### src/rtl/dmem_arbiter.sv
// Two-requester arbiter for the single-port data SRAM: CPU (m0) has fixed priority, debug/DMA (m1) may lock for RMW.
// Optional starvation guard for m1 is compiled in with `define DMEM_ARB_STARVE_GUARD_EN.
module dmem_arbiter #(
    parameter int DATA_WIDTH   = 8,
    parameter int D_ADDR_WIDTH = 7,
    parameter int STARVE_LIMIT = 4,
    parameter int LOCK_MAX     = 3
) (
    input  logic                    clk,
    input  logic                    reset,
    input  logic                    m0_req,
    input  logic                    m0_we,
    input  logic [D_ADDR_WIDTH-1:0] m0_addr,
    input  logic [DATA_WIDTH-1:0]   m0_wdata,
    output logic                    m0_gnt,
    output logic                    m0_rvalid,
    output logic [DATA_WIDTH-1:0]   m0_rdata,
    input  logic                    m1_req,
    input  logic                    m1_we,
    input  logic [D_ADDR_WIDTH-1:0] m1_addr,
    input  logic [DATA_WIDTH-1:0]   m1_wdata,
    input  logic                    m1_lock,
    output logic                    m1_gnt,
    output logic                    m1_rvalid,
    output logic [DATA_WIDTH-1:0]   m1_rdata,
    output logic                    mem_cs,
    output logic                    mem_we,
    output logic [D_ADDR_WIDTH-1:0] mem_addr,
    output logic [DATA_WIDTH-1:0]   mem_wdata,
    input  logic [DATA_WIDTH-1:0]   mem_rdata
);

    localparam logic [0:0] ST_IDLE    = 1'b0;
    localparam logic [0:0] ST_LOCKED  = 1'b1;
    localparam logic [2:0] LOCK_MAX_C = 3'(LOCK_MAX);

    if ((STARVE_LIMIT < 1) || (STARVE_LIMIT > 15)) begin : g_bad_starve_limit
        $error("dmem_arbiter: STARVE_LIMIT out of range 1..15");
    end
    if ((LOCK_MAX < 1) || (LOCK_MAX > 7)) begin : g_bad_lock_max
        $error("dmem_arbiter: LOCK_MAX out of range 1..7");
    end

    logic [0:0] state_r;
    logic [0:0] state_nxt_s;
    logic [2:0] lock_cnt_r;
    logic [2:0] lock_cnt_nxt_s;
    logic       m0_ok_s;
    logic       g0_s;
    logic       g1_s;
    logic       rd_pend_r;
    logic       rd_owner_r;

`ifdef DMEM_ARB_STARVE_GUARD_EN
    localparam logic [3:0] STARVE_LIMIT_C = 4'(STARVE_LIMIT);
    logic [3:0] starve_cnt_r;

    assign m0_ok_s = m0_req && (starve_cnt_r < STARVE_LIMIT_C);

    // Count consecutive cycles m1 asks and loses, saturating at the limit
    always_ff @(posedge clk) begin
        if (reset) begin
            starve_cnt_r <= 4'd0;
        end else if (g1_s || !m1_req) begin
            starve_cnt_r <= 4'd0;
        end else if (starve_cnt_r < STARVE_LIMIT_C) begin
            starve_cnt_r <= starve_cnt_r + 4'd1;
        end else begin
            starve_cnt_r <= starve_cnt_r;
        end
    end
`else
    assign m0_ok_s = m0_req;
`endif

    // Grant decision, made in the request cycle
    always_comb begin
        g0_s = 1'b0;
        g1_s = 1'b0;
        if (reset) begin
            g0_s = 1'b0;
            g1_s = 1'b0;
        end else begin
            case (state_r)
                ST_IDLE: begin
                    g0_s = m0_ok_s;
                    g1_s = !m0_ok_s && m1_req;
                end
                ST_LOCKED: begin
                    g1_s = m1_req;
                end
                default: begin
                    g0_s = 1'b0;
                    g1_s = 1'b0;
                end
            endcase
        end
    end

    // Lock sequencing; lock_cnt counts owned cycles including the entry grant
    always_comb begin
        state_nxt_s    = state_r;
        lock_cnt_nxt_s = lock_cnt_r;
        case (state_r)
            ST_IDLE: begin
                if (g1_s && m1_lock && (LOCK_MAX_C > 3'd1)) begin
                    state_nxt_s    = ST_LOCKED;
                    lock_cnt_nxt_s = 3'd1;
                end else begin
                    state_nxt_s = ST_IDLE;
                end
            end
            ST_LOCKED: begin
                lock_cnt_nxt_s = lock_cnt_r + 3'd1;
                if (!m1_lock || !m1_req || (lock_cnt_r + 3'd1 == LOCK_MAX_C)) begin
                    state_nxt_s = ST_IDLE;
                end else begin
                    state_nxt_s = ST_LOCKED;
                end
            end
            default: begin
                state_nxt_s    = ST_IDLE;
                lock_cnt_nxt_s = 3'd0;
            end
        endcase
    end

    // FSM and lock counter registers
    always_ff @(posedge clk) begin
        if (reset) begin
            state_r    <= ST_IDLE;
            lock_cnt_r <= 3'd0;
        end else begin
            state_r    <= state_nxt_s;
            lock_cnt_r <= lock_cnt_nxt_s;
        end
    end

    // SRAM request mux from the granted requester
    always_comb begin
        mem_we    = 1'b0;
        mem_addr  = {D_ADDR_WIDTH{1'b0}};
        mem_wdata = {DATA_WIDTH{1'b0}};
        if (g0_s) begin
            mem_we    = m0_we;
            mem_addr  = m0_addr;
            mem_wdata = m0_wdata;
        end else if (g1_s) begin
            mem_we    = m1_we;
            mem_addr  = m1_addr;
            mem_wdata = m1_wdata;
        end else begin
            mem_we    = 1'b0;
        end
    end

    assign mem_cs = g0_s | g1_s;
    assign m0_gnt = g0_s;
    assign m1_gnt = g1_s;

    // Remember which requester owns the read returning next cycle
    always_ff @(posedge clk) begin
        if (reset) begin
            rd_pend_r  <= 1'b0;
            rd_owner_r <= 1'b0;
        end else begin
            rd_pend_r <= (g0_s && !m0_we) || (g1_s && !m1_we);
            if ((g0_s && !m0_we) || (g1_s && !m1_we)) begin
                rd_owner_r <= g1_s;
            end else begin
                rd_owner_r <= rd_owner_r;
            end
        end
    end

    // Read return; a reset arriving with a read in flight swallows its rvalid
    always_comb begin
        m0_rvalid = rd_pend_r && !rd_owner_r && !reset;
        m1_rvalid = rd_pend_r && rd_owner_r && !reset;
        if (m0_rvalid) begin
            m0_rdata = mem_rdata;
        end else begin
            m0_rdata = {DATA_WIDTH{1'b0}};
        end
        if (m1_rvalid) begin
            m1_rdata = mem_rdata;
        end else begin
            m1_rdata = {DATA_WIDTH{1'b0}};
        end
    end

endmodule

### config.mk
export PLATFORM = sky130hd
export DESIGN_NAME = dmem_arbiter
export DESIGN_NICKNAME = d
export VERILOG_FILES = /design/src/rtl/dmem_arbiter.sv
export SDC_FILE = /design/constraint.sdc
export NUM_CORES = 1
export LEC_CHECK = 0
export CORE_MARGIN = 2
export CORE_UTILIZATION = 25
export CTS_CLUSTER_SIZE = 14
export DETAILED_ROUTE_END_ITERATION = 16
export PLACE_DENSITY = 0.9
export SLEW_MARGIN = 15
export SYNTH_ARGS = -nofsm -noshare
export SYNTH_HDL_FRONTEND = slang
export SYNTH_SLANG_ARGS = --single-unit
### constraint.sdc
create_clock -name clk -period 1.65 [get_ports clk]
set_input_delay 0.4125 -clock clk [delete_from_list [all_inputs] [get_ports clk]]
set_output_delay 0.4125 -clock clk [all_outputs]
set_load 0.03 [all_outputs]
### After elaboration in Yosys (flattened, before gate mapping)

Cells that the tools add are included.

| word-level totals | value |
|---|---|
| bits in registers | 6 |
| bits in latches | 0 |
| memory bits (writable) | 0 |
| memory bits (read-only) | 0 |
| input port bits | 45 |
| output and inout port bits | 37 |
| memories kept | 0 |

| operators by class | value |
|---|---|
| add/sub/neg operators | 1 |
| multiply operators | 0 |
| div/mod/pow operators | 0 |
| $lt $le $gt $ge | 0 |
| eq/ne operators | 2 |
| shift operators | 0 |
| mux-type cells | 17 |
| bitwise logic cells | 2 |
| reduce and logical (&&, ||, !) cells | 18 |

Operator list:

| operator | count |
|---|---|
| $mux W8 | 4 |
| $mux W7 | 2 |
| $logic_and A1 B1 Y1 | 8 |
| $logic_not A1 Y1 | 7 |
| $mux W1 | 7 |
| $pmux W3 S2 | 1 |
| $pmux W1 S2 | 2 |
| $add A3 B1 Y3 const B | 1 |
| $eq A3 B2 Y1 const B | 1 |
| $logic_or A1 B1 Y1 | 3 |
| $mux W3 | 1 |
| $ne A2 B2 Y1 const B | 1 |
| $not A1 Y1 | 1 |
| $or A1 B1 Y1 | 1 |

### Depth between registers and ports, before layout

Gate-level depths: netlist of the first run.

| depth | value |
|---|---|
| depth in word-level cells | 7 |
| depth in mapped cells | 6 |
| depth with buffers taken out | 4 |

### Worst setup path before layout of the first run

No wires, ideal clock.

| path | value |
|---|---|
| kind | input -> output |
| start point | input reset |
| end point | output m0_rdata[0] |
| arrival | 1.563 ns |
| slack | -0.326 ns |
| stages | 3 |
| buffers on the path | 1 |
| path through | buf_2 nor3b_2 and2_1 |

| on the way | value |
|---|---|
| cells in the longest elaborated chain, start to end | 3 |

Ends and longest elaborated chain:

| what | RTL line | source |
|---|---|---|
| start: declaration | 10 | `input logic reset,` |
| $logic_not A1 Y1 | 178 | `m0_rvalid = rd_pend_r && !rd_owner_r && !reset;` |
| $logic_and A1 B1 Y1 | 178 |  |
| net m0_rvalid | 16 | `output logic m0_rvalid,` |
| $mux W8 | 180 | `if (m0_rvalid) begin` |
| end: declaration | 17 | `output logic [DATA_WIDTH-1:0] m0_rdata,` |

The timed path passes the listed nets, and every way through them passes these cells.

### Worst setup path in the final report of the first run

| path | value |
|---|---|
| start point | register state_r |
| end point | output mem_wdata[4] |

| on the way | value |
|---|---|
| cells in the longest elaborated chain, start to end | 5 |
| elaborated cells on any way between the ends | 7 |
| those cells by class | mux (6); bitwise (1) |

Ends and longest elaborated chain:

| what | RTL line | source |
|---|---|---|
| start: declaration | 44 | `logic [0:0] state_r;` |
| start signal: assignment | 134 | `state_r <= state_nxt_s;` |
| $not A1 Y1 | -- |  |
| $pmux W1 S2 | 84 | `case (state_r)` |
| $mux W1 | 80 | `if (reset) begin` |
| $mux W8 | 148 | `end else if (g1_s) begin` |
| $mux W8 (*) | 144 | `if (g0_s) begin` |
| end: declaration | 29 | `output logic [DATA_WIDTH-1:0] mem_wdata,` |

Every way passes the cells marked *; elsewhere a longest branch is shown, timed or not.

==> results of run 1 <==
## power by group through the flow
stage	Combinational [mW]	Sequential (mW)	Clock (mW)
after global routing	0.403	0.158	0.147
after CTS	0.380	0.157	0.138
after floorplan	0.160	0.157	0
final	0.382	0.157	0.134
after detailed placement	0.344	0.159	0
after global placement	0.336	0.158	0
## critical path, stage by stage (launching register included)
cell	delay (ps)
dfxtp_2	310
nand2b_4	160
nand3b_4	120
inv_8	70
a22o_2	270
buf_6	140
## repair_timing
item | 4_1_cts | 5_1_grt
cloned | 2 | 0
setup endpoints to repair | 37 | 29
setup buffers | 3 | 0
pin swaps | 2 | 1
resized for setup | 43 | 4
## routing by layer
| layer | routed length [um] | up-vias | global-route usage, % |
|---|---|---|---|
| li1 | - | 452 | - |
| met1 | 933 | 413 | 19.2 |
| met2 | 1570 | 56 | 35.1 |
| met3 | 257 | 4 | 4.64 |
| met4 | 27 | 0 | 3.75 |
| met5 | 0 | - | 0 |
## metrics by stage
step | cells | hold slack [ps] | power, mW | setup WS [ps]
4_1_cts | 194 | 447 | 0.675 | -65.4
6_report | 194 | 446 | 0.674 | -74.9
3_3_place_gp | 186 | 481 | 0.494 | -484
5_1_grt | 194 | 454 | 0.707 | -112
3_5_place_dp | 186 | 500 | 0.503 | -545
2_1_floorplan | 72 | 464 | 0.317 | -93.2
## Yosys cell counts
cell      number  share of area [%]
a22o_1        16                 22
and2_1        16                 16
dfxtp_1        6                 19
nand3b_1       5                5.9
buf_2          2                1.6
ha_1           2                3.9
nor2_1         2                1.2
o21ai_0        2                1.6
a211oi_1       1                1.2
a21oi_1        1               0.79
a31oi_1        1               0.98
and2b_1        1                1.2
and3_1         1               0.98
and3b_1        1                1.4
buf_4          1                1.2
buf_6          1                1.8
buf_8          1                2.4
inv_1          1               0.59
inv_4          1               0.98
nand2b_4       1                2.2
nand3_1        1               0.79
nand3b_4       1                3.1
nor2_4         1                1.8
nor2b_1        1               0.98
nor3b_1        1                1.2
nor3b_2        1                2.0
o32ai_1        1                1.4
or2b_1         1                1.2
xnor2_1        1                1.4
## path summary, 6_finish.rpt
kind / cells past startpoint / startpoint / to / slack (ps)
setup reg to reg: 4 / lock_cnt_r[0] / lock_cnt_r[1] / 530
hold / removal: 3 / reset / lock_cnt_r[1] / 450
hold reg to reg: 1 / lock_cnt_r[0] / lock_cnt_r[0] / 510
setup / recovery: 5 / state_r / mem_wdata[4] / -70
## logic make-up after synthesis
group / after synthesis
flops: 6
simple gates: 34
compound gates: 22
buf+inv: 7
xor+xnor: 1
fa+ha+maj: 2
## layout by cell type (no fill, tap or decap), types with 3 or more instances in the layout
master / Yosys / routed
nand3b_1: 5 / 5
buf_6: 1 / 28
dfxtp_1: 6 / 4
a22o_1: 16 / 7
and2_2: 0 / 8
and2_4: 0 / 8
clkdlybuf4s50_1: 0 / 40
clkbuf_4: 0 / 3
buf_4: 1 / 19
a22o_2: 0 / 9
## layout make-up
class | instances | area (sq um) | area share [%]
sequential | 6 | 123 | 7.42
timing repair buffer | 93 | 935 | 56.5
inverter | 2 | 15.0 | 0.908
multi-input combinational | 60 | 520 | 31.5
clock buffer | 3 | 22.5 | 1.36
tap | 30 | 37.5 | 2.27
## registers in the layout, summed over array words and instances, names as in the netlist
register / cells
lock_cnt_r: 3
rd_owner_r: 1
rd_pend_r: 1
state_r: 1
==> metrics.yaml, run 1 <==
status:
  status: "finished, violations left"
  violations: "negative setup slack"
yosys:
  synthesis.area_sq_um: 637
  ys_seq_area_share_pct: 18.9
  ys_ff_latch: 6
  synth_compound_area_share_pct: 27.9
  synthCells: 72
  synth-simple-area-share_pct: 39.5
  muxShareOfSynthArea_pct: 0
  syn_area_per_cell_sq_um: 8.85
  synth_fa_ha_area_share_pct: 3.93
  ys_warn_count: 0
  synth-xor-area-share_pct: 1.38
  syn_nets: 119
  synth_top_family_by_area: "simple AND/OR/NAND/NOR gates"
  synth_cell_types: 29
critical_path:
  worst-setup-path-type: "reg -> out"
  worstPathRequired_ps: 1240
  start_kind: "register"
  cp.arrival_ps: 1310
  end_kind: "primary output"
  cp_max_fo: 18
routing:
  first_iter_violations: 6
  wl_per_cell_um: 14.3
  routed_wl_um: 2780
  dr.pass1.iters: 3
  via_per_inst: 4.77
  drtAntennaViolNets: 0
  vias: 925
  drc: 0
finish:
  num-fill-cells: 192
  final_util_pct: 67.3
  nNetsFinal: 213
  drive_above_1_share_pct: 53.0
  diodes: 0
  area_delta_synth_final_pct: 160
  post-route-cell-area_sq_um: 1650
grt:
  grt_pass1_wl_um: 3910
  grt_pass1_vias: 879
  gr-total-overflow: 0
  antenna_found_initial: 0
  grt_use_total_pct: 18.1
  grt_max_degree: 19
floorplan:
  dieArea_sq_um: 2970
  die_y_um: 54.5
  core_area_sq_um: 2450
  die_w_um: 54.5
  io_pins: 82
  num_rows: 18
  start_util_pct: 25.9
power:
  vdd_drop_max_uv: 294
  powerDensity_nw_per_um2: 408
  power_switching_mw: 0.221
  power_frac_comb_pct: 56.7
  sw_frac_of_total_pct: 32.8
  p_clk_share_pct: 19.9
  power.internal_mw: 0.453
  p_leak_nw: 0.765
  sequentialPowerShare_pct: 23.4
worst_hold_path:
  hold_path_class: "in -> reg"
timing:
  slew_viol_final: 0
  fin_crit_ps: 1720
  fin_tns_setup_ps: -1050
  hold_viol: 0
  max_slew_margin_pct: 85.4
  worst_pin_slew_ps: 218
  skew_ps: 3.28
  finalCritPeriodShare_pct: 105
  timing.fmax_mhz: 580
  setup_ws_ps: -74.9
  grt_setup_unrepaired: "yes"
  setup_viol: 24
clock_tree:
  cts_hold_buffers: 0
  root_buffer: "clkbuf_4"
  clockBufferDepth: 2
  clock_latency_ps: 240
  cts_tree: "yes"
  cts_made_buffers: 3
  cts_sinks: 6
  cts.clk_slew.worst_paths_ps: 50
  htreeDepth: 1
placement:
  port_buffers: 81
  routabilityCongestion: 0.727
  post-dp-hpwl_um: 2180
  place_area_sq_um: 1470
job:
  max_cap_viol_count: 0
Note: power is estimated with default switching activity, not from simulation.
==> run 2, diff against run 1 <==
--- a/config.mk
+++ b/config.mk
@@ -10,6 +10,7 @@
 export CTS_CLUSTER_SIZE = 14
 export DETAILED_ROUTE_END_ITERATION = 16
 export PLACE_DENSITY = 0.9
+export SKIP_CTS_REPAIR_TIMING = 1
 export SLEW_MARGIN = 15
 export SYNTH_ARGS = -nofsm -noshare
 export SYNTH_HDL_FRONTEND = slang
==> metrics.yaml, run 2 (same netlist as run 1, synthesis figures left out) <==
worst_hold_path:
  worstHoldStart: "reset"
  hold_path_class: "in -> reg"
timing:
  setup_viol: 24
  whs_ps: 445
  fin_crit_ps: 1730
  skew_ps: 3.83
  setup_ws_ps: -78.1
  fin_tns_setup_ps: -1260
  hold_viol: 0
  max_slew_margin_pct: 82.1
  slew_viol_final: 0
  grt_setup_unrepaired: "yes"
  finalCritPeriodShare_pct: 105
  worst_pin_slew_ps: 267
  timing.fmax_mhz: 579
finish:
  largest_register_ffs: 3
  multi_input_area_sq_um: 520
  num-fill-cells: 192
  regArea_sq_um: 123
  nNetsFinal: 212
  diodes: 0
  final_common_cell: "clkdlybuf4s50_1"
  instances_no_fill: 193
  layout_common_cells: "40 x clkdlybuf4s50_1, 29 x buf_6, 17 x buf_4"
  drive_above_1_share_pct: 52.1
  largest_register: "lock_cnt_r"
  area_delta_synth_final_pct: 161
critical_path:
  cp.buffers_inverters: 2
  cp_top_family: "flip-flops"
  cp_num_cells: 5
  critPathSlowestCell: "dfxtp_2"
  path_cells: "nand2b_4 > nand3b_4 > inv_8 > a22o_1 > buf_6"
  r2r_slack_ps: 530
  worstPathRequired_ps: 1240
  cp_max_fo: 18
  timing.rr.end: "lock_cnt_r[1]"
  worst-setup-path-type: "reg -> out"
  crit_path_max_incr_delay_ps: 320
  end_kind: "primary output"
  crit_start: "state_r"
  start_kind: "register"
  cp.arrival_ps: 1320
  reg2regPathDepth: 4
  r2r-start: "lock_cnt_r[0]"
  crit_end: "mem_addr[0]"
clock_tree:
  htreeDepth: 1
  clock_latency_ps: 240
  clockBufferDepth: 2
  cts_sinks: 6
  root_buffer: "clkbuf_4"
  cts_tree: "yes"
  cts.clk_slew.worst_paths_ps: 50
  cts_made_buffers: 3
placement:
  port_buffers: 81
  post-dp-hpwl_um: 2180
  routabilityCongestion: 0.727
  dp_cells: 186
  pre_cts_slack_ps: -545
grt:
  gr-total-overflow: 0
  grt_pass1_vias: 807
  antenna_found_initial: 0
  grt_use_total_pct: 16.4
  grt_max_degree: 19
  grt_pass1_wl_um: 3550
power:
  powerDensity_nw_per_um2: 407
  p_leak_nw: 0.778
  vdd_drop_max_uv: 308
  total_power_mw: 0.676
status:
  violations: "negative setup slack"
  status: "finished, violations left"
floorplan:
  start_util_pct: 25.9
  dieArea_sq_um: 2970
  io_pins: 82
  num_rows: 18
  core_area_sq_um: 2450
  die_y_um: 54.5
  die_w_um: 54.5
routing:
  via_per_inst: 4.84
  vias: 935
  drc: 0
  first_iter_violations: 8
  wl_per_cell_um: 14.7
  routed_wl_um: 2840
  dr.pass1.iters: 4
  drtAntennaViolNets: 0
job:
  max_cap_viol_count: 0
run 2: routing by layer:
metal / GRT usage [%] / wire length [um]
met4: 3.75 / 25
met1: 17.1 / 938
met3: 4.37 / 258
met2: 32.1 / 1610
met5: 0 / 0
run 2: worst register-to-register path: cells and delay by family (launching register included):
| family | cells | cell delay [ps] |
|---|---|---|
| DFF | 1 | 370 |
| adders and majority gates | 1 | 280 |
| and+or+nand+nor | 1 | 220 |
| AOI/OAI and AO/OA | 1 | 130 |
| buffers and inverters | 1 | 60 |
run 2: how the worst min path moves through the flow:
stage	slack, ps	cells past startpoint	end
2_1_floorplan	460	1	lock_cnt_r[0]
3_3_place_gp	480	1	lock_cnt_r[0]
3_5_place_dp	500	1	lock_cnt_r[0]
4_1_cts	510	1	lock_cnt_r[0]
5_1_grt	450	3	lock_cnt_r[2]
6_report	450	3	lock_cnt_r[1]
run 2: area by class of cell:
cell class | count | share of cell area [%]
Multi-Input combinational cell | 60 | 31.3
Clock buffer | 3 | 1.36
Inverter | 2 | 0.904
Timing Repair Buffer | 92 | 56.7
Sequential cell | 6 | 7.39
Tap cell | 30 | 2.26
run 2: power breakdown:
group,internal (mW),switching [mW]
Clock,0.0823,0.0536
Combinational,0.220,0.164
Sequential,0.152,0.00558
run 2: metrics by stage:
stage                     utilization [%]  instance area [sq um]
after floorplan                         -                    699
after global placement               59.8                   1470
after detailed placement             59.8                   1470
after CTS                            60.8                   1490
after global routing                 67.6                   1660
final                                67.6                   1660
